$ cat src/rtl/sram_rr_arbiter.sv
// Two-requester round-robin arbiter and command sequencer for a single-port 1rw SRAM macro.
// Macro controls are registered; read results are routed back to their issuer via an owner-tag pipe.
module sram_rr_arbiter #(
  parameter int DATA_WIDTH = 32,
  parameter int ADDR_WIDTH = 7,
  parameter int RD_LAT     = 1
) (
  input  logic                  clk0,
  input  logic                  rstb0,
  input  logic                  en,
  input  logic                  a_valid,
  output logic                  a_ready,
  input  logic                  a_web,
  input  logic [ADDR_WIDTH-1:0] a_addr,
  input  logic [DATA_WIDTH-1:0] a_din,
  output logic                  a_rvalid,
  output logic [DATA_WIDTH-1:0] a_dout,
  input  logic                  b_valid,
  output logic                  b_ready,
  input  logic                  b_web,
  input  logic [ADDR_WIDTH-1:0] b_addr,
  input  logic [DATA_WIDTH-1:0] b_din,
  output logic                  b_rvalid,
  output logic [DATA_WIDTH-1:0] b_dout,
  output logic                  csb0,
  output logic                  web0,
  output logic [ADDR_WIDTH-1:0] addr0,
  output logic [DATA_WIDTH-1:0] din0,
  input  logic [DATA_WIDTH-1:0] dout0,
  output logic                  busy
);

  typedef enum logic {
    PTR_A = 1'b0,
    PTR_B = 1'b1
  } ptr_t;

  ptr_t ptr_q, ptr_d;

  // Stage k holds the tag of a read whose macro cycle was k cycles ago; stage RD_LAT meets dout0.
  logic [RD_LAT:0] tag_vld;
  logic [RD_LAT:0] tag_own;
  logic            rd_issue;

  always_comb begin
    a_ready = 1'b0;
    b_ready = 1'b0;
    if (rstb0 && en) begin
      a_ready = a_valid && (!b_valid || (ptr_q == PTR_A));
      b_ready = b_valid && (!a_valid || (ptr_q == PTR_B));
    end
    ptr_d = ptr_q;
    if (a_ready) begin
      ptr_d = PTR_B;
    end else if (b_ready) begin
      ptr_d = PTR_A;
    end
    rd_issue = (a_ready && a_web) || (b_ready && b_web);
  end

  always_ff @(posedge clk0) begin
    if (!rstb0) begin
      ptr_q   <= PTR_A;
      csb0    <= 1'b1;
      web0    <= 1'b1;
      addr0   <= '0;
      din0    <= '0;
      tag_vld <= '0;
      tag_own <= '0;
    end else begin
      ptr_q <= ptr_d;
      csb0  <= !(a_ready || b_ready);
      if (a_ready) begin
        web0  <= a_web;
        addr0 <= a_addr;
        din0  <= a_din;
      end else if (b_ready) begin
        web0  <= b_web;
        addr0 <= b_addr;
        din0  <= b_din;
      end else begin
        web0  <= 1'b1;
      end
      tag_vld[0] <= rd_issue;
      tag_own[0] <= b_ready;
      tag_vld[RD_LAT:1] <= tag_vld[RD_LAT-1:0];
      tag_own[RD_LAT:1] <= tag_own[RD_LAT-1:0];
    end
  end

  always_comb begin
    a_rvalid = tag_vld[RD_LAT] && !tag_own[RD_LAT];
    b_rvalid = tag_vld[RD_LAT] &&  tag_own[RD_LAT];
    a_dout   = a_rvalid ? dout0 : '0;
    b_dout   = b_rvalid ? dout0 : '0;
    busy     = |tag_vld;
  end

endmodule

$ cat config.mk
export PLATFORM = sky130hd
export DESIGN_NAME = sram_rr_arbiter
export DESIGN_NICKNAME = d
export VERILOG_FILES = /design/src/rtl/sram_rr_arbiter.sv
export SDC_FILE = /design/constraint.sdc
export NUM_CORES = 1
export LEC_CHECK = 0
export BUFFER_PORTS_ARGS = -buffer_cell sky130_fd_sc_hd__buf_4
export CORE_MARGIN = 2
export CORE_UTILIZATION = 40
export CTS_BUF_LIST = sky130_fd_sc_hd__clkbuf_8
export DETAILED_ROUTE_END_ITERATION = 16
export PLACE_DENSITY = 0.83
export SYNTH_ARGS = -nofsm -noshare
export SYNTH_HDL_FRONTEND = slang
export SYNTH_SLANG_ARGS = --single-unit
export TNS_END_PERCENT = 30
$ cat constraint.sdc
create_clock -name clk0 -period 3.5 [get_ports clk0]
set_input_delay 0.175 -clock clk0 [delete_from_list [all_inputs] [get_ports clk0]]
set_output_delay 0.175 -clock clk0 [all_outputs]
set_load 0.05 [all_outputs]
==> impl.org, run 1 <==
** Status
- The flow ran to the end, and the final reports show no timing, DRC or antenna violations.

** Worst setup path
- For the worst setup path, the data arrival time is 1.90 ns.
- At the worst endpoint, the required time is 3.32 ns.
- The worst setup path is of the flop to output port kind.
- Along the worst path, the maximum fanout reaches 34.
- Startpoint kind of the worst setup timing path :: flop
- Minimum setup slack among reg-to-reg paths :: 1.73 ns
- STA classifies the critical path endpoint as an output port.

** Global routing
- The number of global-route vias before repair is 3026.
- Global routing consumed, on the met1 layer, 25.1% of the routing resources.
- For this run, global-route usage on met2 was measured as 44.1%.
- First-pass GRT wire length :: 14.7 mm
- GRT Max-Usage Layer :: met2
- Global routing consumed, over all layers together, 23.8% of the routing resources.
- The total overflow left after global routing is 0.
- Global routing usage on met3 :: 7.16%
- Initial antenna violation count :: 0
- Largest net degree at the start of global routing :: 80

** Detailed routing
- Count of TritonRoute iterations in the first routing pass :: 4
- DR vias/cell :: 5.26
- Antenna violation net count after detailed routing :: 0
- Number of vias after detailed routing :: 3265
- For this run, design rule violations remaining after detail routing come to 0.
- For this block, the initial DRC count from the detailed router was 151.
- Detailed-route wire length :: 10.1 mm
- Routed length per placed instance :: 16.2 microns

** STA
- Headroom to the max-slew limit came out at 43.2%.
- The clock arrives with 0.00979 ns of skew.
- Summed negative setup slack over all endpoints :: 0 ns
- The number of failing hold endpoints at the final stage was 0.
- Derived from the worst setup path, the maximum achievable clock frequency is 483 MHz.
- Count of final max-slew check failures :: 0
- Tightest Pin Transition :: 0.851 ns
- The clock period could shrink to 2.07 ns.
- Setup violations remaining at the end of the flow were counted as 0.
- Post-route clock period utilization :: 59.2%
- Setup repair after global routing left no endpoint under its margin.

** Floorplanning
- The floorplan step defined a die boundary enclosing 0.00773 sq mm.
- CORE AREA :: 0.00679 sq mm
- Initial Utilization :: 41.5%
- Top-Level Pins :: 227
- Horizontal die dimension :: 87.9 microns
- Row count :: 30
- In this run the vertical extent of the chip is 87.9 microns.

** Synth
- Synthesis handed over a netlist of 325 instances.
- In the post-synthesis netlist, the biggest area contributors are sky130_fd_sc_hd__dfxtp_1, sky130_fd_sc_hd__a211oi_2, sky130_fd_sc_hd__and2_1.
- Primary flip-flop cell chosen by synthesis mapping :: sky130_fd_sc_hd__dfxtp_1
- Summing the sequential cell areas from Yosys gives 32.7% of the chip area.
- Flip-flop and latch count after synthesis :: 46
- The average instance in the mapped netlist occupies 8.67 sq um.
- Synth top cells by count :: sky130_fd_sc_hd__dfxtp_1, sky130_fd_sc_hd__a211oi_2, sky130_fd_sc_hd__nor2_1, sky130_fd_sc_hd__o21ai_0, sky130_fd_sc_hd__and2_1
- Yosys printed 0 warnings.
- Among all cell types in the netlist, the one instantiated most often is sky130_fd_sc_hd__dfxtp_1.
- Yosys mapped a number of flops with a built-in enable equal to 0.
- Cell type with the largest total area after synthesis :: sky130_fd_sc_hd__dfxtp_1
- Net count of the mapped netlist :: 442
- For this run, asynchronously set or reset flops after synthesis account for 0%.
- The mapped netlist covers 0.00282 sq mm.
- Count of different cell masters after synthesis :: 25
- Share of the synthesized area in the top cell type :: 32.7%

** Cells and area
- Antenna diodes :: 0
- Of the cells placed in the final design, the portion with a size suffix greater than 1 is 55.8%.
- Final #Nets :: 641
- Fillers :: 549
- Relative to the synthesized area, the layout overhead comes to 62.2%.

** Clock network
- TritonCTS built the clock tree.
- CTS placed an instance of sky130_fd_sc_hd__clkbuf_8 at the clock tree root.
- Maximum clock path buffer count :: 2
- Skew-Pair Late Insertion Delay :: 0.30 ns
- After clock tree synthesis, the flow added hold-fix buffers numbering 0.
- Clock Sinks :: 46
- H-tree levels :: 2
- In this run, CTS created clock tree buffers numbering 5.
- Post-CTS repair changed the size of 0 cells.
- Number of buffers added for setup after CTS :: 0
- Clock-pin slew of the registers on the worst-case setup and hold paths :: 0.09 ns

** Pwr
- Worst vdd rail ir drop :: 0.239 mV
- Static leakage power :: 2.21 nW
- Power spread over the standard cell area amounts to 307 mW/mm^2.
- Power, Total :: 1.40 mW

** Placement
- The wire-length estimate of the detail-placed layout is 7.42 mm.
- The count of buffers added on input and output ports is 226.
- RD Place Congestion :: 0.837

** Flow run
- Number of maximum-capacitance constraint violations :: 0

** Worst hold path
- The path class of the tightest hold or removal check is input port to flop.
-- cell families after synthesis --
kind of cell,count (synthesis),share of synthesized area (%)
flops,46,32.7
buf+inv,44,8.31
simple gates,150,32.2
compound gates,85,26.8
-- where the power goes --
part	internal, mW	leakage [nW]	switching, mW
Clock	0.210	0.0556	0.185
Combinational	0.169	1.78	0.263
Sequential	0.556	0.378	0.0207
-- placed cells by master, fill, tap and decap left out, types with 5 or more instances in the layout --
| cell type | n |
|---|---|
| sky130_fd_sc_hd__nor4_1 | 29 |
| sky130_fd_sc_hd__buf_4 | 231 |
| sky130_fd_sc_hd__and2_1 | 36 |
| sky130_fd_sc_hd__o21ai_0 | 39 |
| sky130_fd_sc_hd__nor2_1 | 39 |
| sky130_fd_sc_hd__clkbuf_8 | 5 |
| sky130_fd_sc_hd__a211oi_2 | 39 |
| sky130_fd_sc_hd__dfxtp_1 | 46 |
| sky130_fd_sc_hd__and3_1 | 32 |
| sky130_fd_sc_hd__nor4_2 | 10 |
-- worst max-delay path, stage by stage, from the launching register on --
cell,delay (ns)
sky130_fd_sc_hd__dfxtp_1,0.88
sky130_fd_sc_hd__nor2b_1,0.10
sky130_fd_sc_hd__buf_4,0.25
sky130_fd_sc_hd__and2_1,0.19
sky130_fd_sc_hd__buf_4,0.18
-- metal layers --
metal / part of all wire, % / routed length [microns]
met5: 0 / 0
met2: 52 / 5270
met3: 10 / 1030
met4: 2.8 / 282
met1: 35 / 3480
-- stage by stage --
step	hold WS (ns)	worst slack [ns]	cells	utilization (%)	cell area [sq um]
floorplan	0.287	1.57	325	-	2820
global placement	0.418	1.56	613	65.6	4460
detailed placement	0.422	1.44	613	65.6	4460
CTS	0.113	1.44	621	67.2	4570
global route	0.118	1.30	621	67.2	4570
finish	0.116	1.43	621	67.2	4570
-- flip-flops by register name (all words and copies together), names as in the netlist --
| register | flops |
|---|---|
| web0 | 1 |
| din0 | 32 |
| tag_vld | 2 |
| tag_own | 2 |
| ptr_q | 1 |
| addr0 | 7 |
| csb0 | 1 |
-- path summary, 6_finish.rpt --
| check | startpoint | end | cells past startpoint |
|---|---|---|---|
| max reg2reg | ptr_q | din0[12] | 4 |
| max | tag_own[1] | a_dout[16] | 4 |
| min | b_valid | ptr_q | 2 |
| min reg2reg | tag_own[0] | tag_own[1] | 1 |
-- area by class of cell --
| type | count | area (sq um) | area share [%] |
|---|---|---|---|
| Timing Repair Buffer | 231 | 1730 | 38.0 |
| Multi-Input combinational cell | 235 | 1660 | 36.4 |
| Sequential cell | 46 | 921 | 20.2 |
| Tap cell | 96 | 120 | 2.63 |
| Clock buffer | 5 | 68.8 | 1.51 |
| Clock inverter | 3 | 41.3 | 0.904 |
| Inverter | 5 | 21.3 | 0.466 |
Power figures use the tool's default switching activity.
==> run 2, diff against run 1 <==
CORE_ASPECT_RATIO = 1.2   (was unset)
CORE_UTILIZATION = 37   (was 40)
PLACE_DENSITY = 0.81   (was 0.83)
clock period = 1.9 ns   (was 3.5 ns; I/O delays follow)
==> run 2 against run 1 <==
  * Routed wire length increased by 4.2%
  * Worst hold slack got worse by 0.089 ns
  * Sequential power increased by 84%
  * Via count increased by 1.2%
  * Utilization decreased by 4.2 points
  * Clock skew decreased by 0.0083 ns
  * Global-route usage decreased by 0.29 points
  * Flip-flop and latch count unchanged
  * Register-to-register slack got worse by 1.3 ns
  * Critical path type unchanged
  * Highest routed layer is now met5
==> impl.org, run 2 (synthesis results as in run 1) <==
** Pwr
- Proportion of power drawn by the clock network :: 24.4% (-3.8 points)
- Worst vdd rail ir drop :: 0.392 mV (+64%)
- The proportion of total power due to net switching came to 34.2% (+0.81 points).
- Power, Total :: 2.48 mW (+77%)
- Switch Pwr :: 0.848 mW (+81%)
- The design internal power was 1.64 mW (+75%).
- The part of the power in registers came to 42.6% (+1.5 points).
- The logic gate share of total power came to 32.9% (+2.2 points).
- The power per cell area was 538 mW/mm^2 (+75%).
- The standby leakage power was 2.25 nW (+1.8%).

** Clock network
- TritonCTS built the clock tree.
- Skew-Pair Late Insertion Delay :: 0.29 ns (about the same)
- Maximum clock path buffer count :: 2 (unchanged)
- The clock slew at the register clock pins of the worst setup and hold paths is 0.08 ns (about the same).
- Clock Sinks :: 46 (unchanged)
- Number of buffers added by the clock tree synthesis step :: 5 (unchanged)
- Hold bufs inserted after CTS :: 0 (unchanged)
- Buffer cell driving the clock tree root :: sky130_fd_sc_hd__clkbuf_8
- The post-cts gate resize count was 0 (unchanged).
- H-tree levels :: 2 (unchanged)
- The number of buffers added for setup after CTS is 0 (unchanged).

** Placement
- The number of I/O port buffers came to 226 (unchanged).
- Dpl hpwl :: 8.02 mm (+8.1%)
- The final RePlAce weighted congestion came to 0.886 (+5.9%).
- The post-placement worst setup slack was 0.317 ns (-1.13 ns).

** Global routing
- GR Overflow Total :: 0 (unchanged)
- Global-route usage over all layers :: 23.5% (-0.29 points)
- Largest net degree at the start of global routing :: 45 (-44%)
- First-pass GRT wire length :: 16.0 mm (+8.8%)
- Via count of the first global-routing pass :: 3233 (+6.8%)
- The initial antenna violation count came to 1 (+1).

** Flow run
- The count of max-cap constraint violations is 0 (unchanged).

** Floorplanning
- Initial Utilization :: 38.5% (-3.0 points)
- The chip width was 83.6 microns (-4.9%).
- Row count :: 34 (+13%)
- Area of the die :: 0.00833 sq mm (+7.8%)
- The count of pins on the block boundary is 227 (unchanged).
- Die Y :: 99.6 microns (+13%)
- CORE AREA :: 0.00732 sq mm (+7.7%)

** STA
- The number of failing hold endpoints at the final stage was 0 (unchanged).
- Tightest Pin Transition :: 0.408 ns (-0.444 ns)
- Final worst path period need :: 1.51 ns
- Post-route clock period utilization :: 79.7%
- Final setup skew :: 0.00147 ns (-0.00833 ns)
- Timing would allow up to 661 MHz.
- The final number of setup-violating endpoints is 0 (unchanged).
- Summed negative setup slack over all endpoints :: 0 ns (unchanged)
- Count of final max-slew check failures :: 0 (unchanged)
- Final worst slack :: 0.386 ns (-1.04 ns)
- Setup repair after global routing missed its margin :: false
- The headroom to the max-slew limit was 72.8% (+30 points).

** Worst setup path
- By startpoint and endpoint, the worst setup path is classified as flop to output port.
- Arrival time of data at the critical path endpoint :: 1.42 ns (-0.48 ns)
- The worst setup path is launched from a flop.
- Worst path required time :: 1.80 ns (-1.52 ns)
- Endpoint type of the worst setup path :: output port
- The startpoint identified for the worst register-to-register timing path is ptr_q.
- In this run the worst setup path begins at ptr_q.
- Maximum fanout along the worst path :: 5 (-85%)

** Cells and area
- Number of flip-flops in the largest register :: 32 (unchanged)
- The count of antenna diodes in the layout is 0 (unchanged).
- Fraction of layout instances using a drive strength above 1 :: 56.5% (+0.66 points)
- Ranked by flip-flop count, first place goes to din0.
- Most frequent cells in the layout :: sky130_fd_sc_hd__buf_4, sky130_fd_sc_hd__dfxtp_1, sky130_fd_sc_hd__nor2_1, sky130_fd_sc_hd__o21ai_0, sky130_fd_sc_hd__a211oi_2
- Most common cell after layout, fill and taps aside :: sky130_fd_sc_hd__buf_4
- Largest registers :: din0 (32), addr0 (7)
- The total number of nets in the final design was 649 (+1.2%).
- The multi-input gate area in the final layout came to 0.00166 sq mm (unchanged).
- The flip-flop and latch area is 921 sq um (unchanged).
- From synthesis to final layout, the design area changed by 63.8%.
- Fillers :: 661 (+20%)

** Worst hold path
- The path class of the tightest hold or removal check is input port to flop.
- Min-Delay Startpoint :: b_web

** Detailed routing
- DRC viols :: 0 (unchanged)
- Number of vias after detailed routing :: 3304 (+1.2%)
- The iteration-0 DRC count of the detailed router came to 102 (-32%).
- Detailed-route wire length :: 10.5 mm (+4.2%)
- The average vias per placed instance was 5.30 (+0.87%).
- Antenna violation net count after detailed routing :: 0 (unchanged)
- Routed length per placed instance :: 16.8 microns (+3.9%)
- Count of TritonRoute iterations in the first routing pass :: 4 (unchanged)

** Status
- The flow ran to the end, and the final reports show no timing, DRC or antenna violations.
[run 2: final timing paths]
| kind | end | slack, ns | depth (start not counted) |
|---|---|---|---|
| worst max-delay path | a_ready | 0.39 | 4 |
| worst min register to register | tag_vld[1] | 0.46 | 1 |
| worst min-delay path | tag_vld[0] | 0.03 | 2 |
| worst max register to register | din0[21] | 0.48 | 4 |
[run 2: power by group through the flow]
stage | combinational [mW] | sequential, mW | clock [mW]
floorplan | 0.268 | 1.27 | 0
global placement | 0.807 | 1.08 | 0
detailed placement | 0.818 | 1.08 | 0
CTS | 0.819 | 1.06 | 0.625
global route | 0.861 | 1.06 | 0.663
finish | 0.818 | 1.06 | 0.607
[run 2: worst max-delay path, cell delays in order, from the launching register on]
cell,delay (ns)
sky130_fd_sc_hd__dfxtp_1,0.36
sky130_fd_sc_hd__and2_1,0.17
sky130_fd_sc_hd__or2_2,0.33
sky130_fd_sc_hd__inv_2,0.08
sky130_fd_sc_hd__buf_4,0.19
[run 2: cell type report]
type,count,share of cell area (%)
Multi-Input combinational cell,235,36.0
Tap cell,90,2.44
Inverter,5,0.461
Clock inverter,2,0.190
Sequential cell,46,20.0
Clock buffer,6,1.79
Timing Repair Buffer,239,39.2
[run 2: stage by stage]
stage | util (%) | area, sq um | hold slack [ns] | instances
after global placement | 61.8 | 4520 | 0.317 | 615
after global routing | 63.1 | 4610 | 0.0279 | 623
final | 63.1 | 4610 | 0.0265 | 623
after detailed placement | 61.8 | 4520 | 0.319 | 615
after floorplan | - | 2820 | 0.207 | 325
after CTS | 63.1 | 4610 | 0.0172 | 623
[run 2: metal layers]
layer	GRT usage (%)	vias to the layer above	wire length, microns
li1	-	1597	-
met1	25.5	1515	3890
met2	43.8	167	5480
met3	6.22	23	841
met4	8.44	2	263
met5	0	-	16
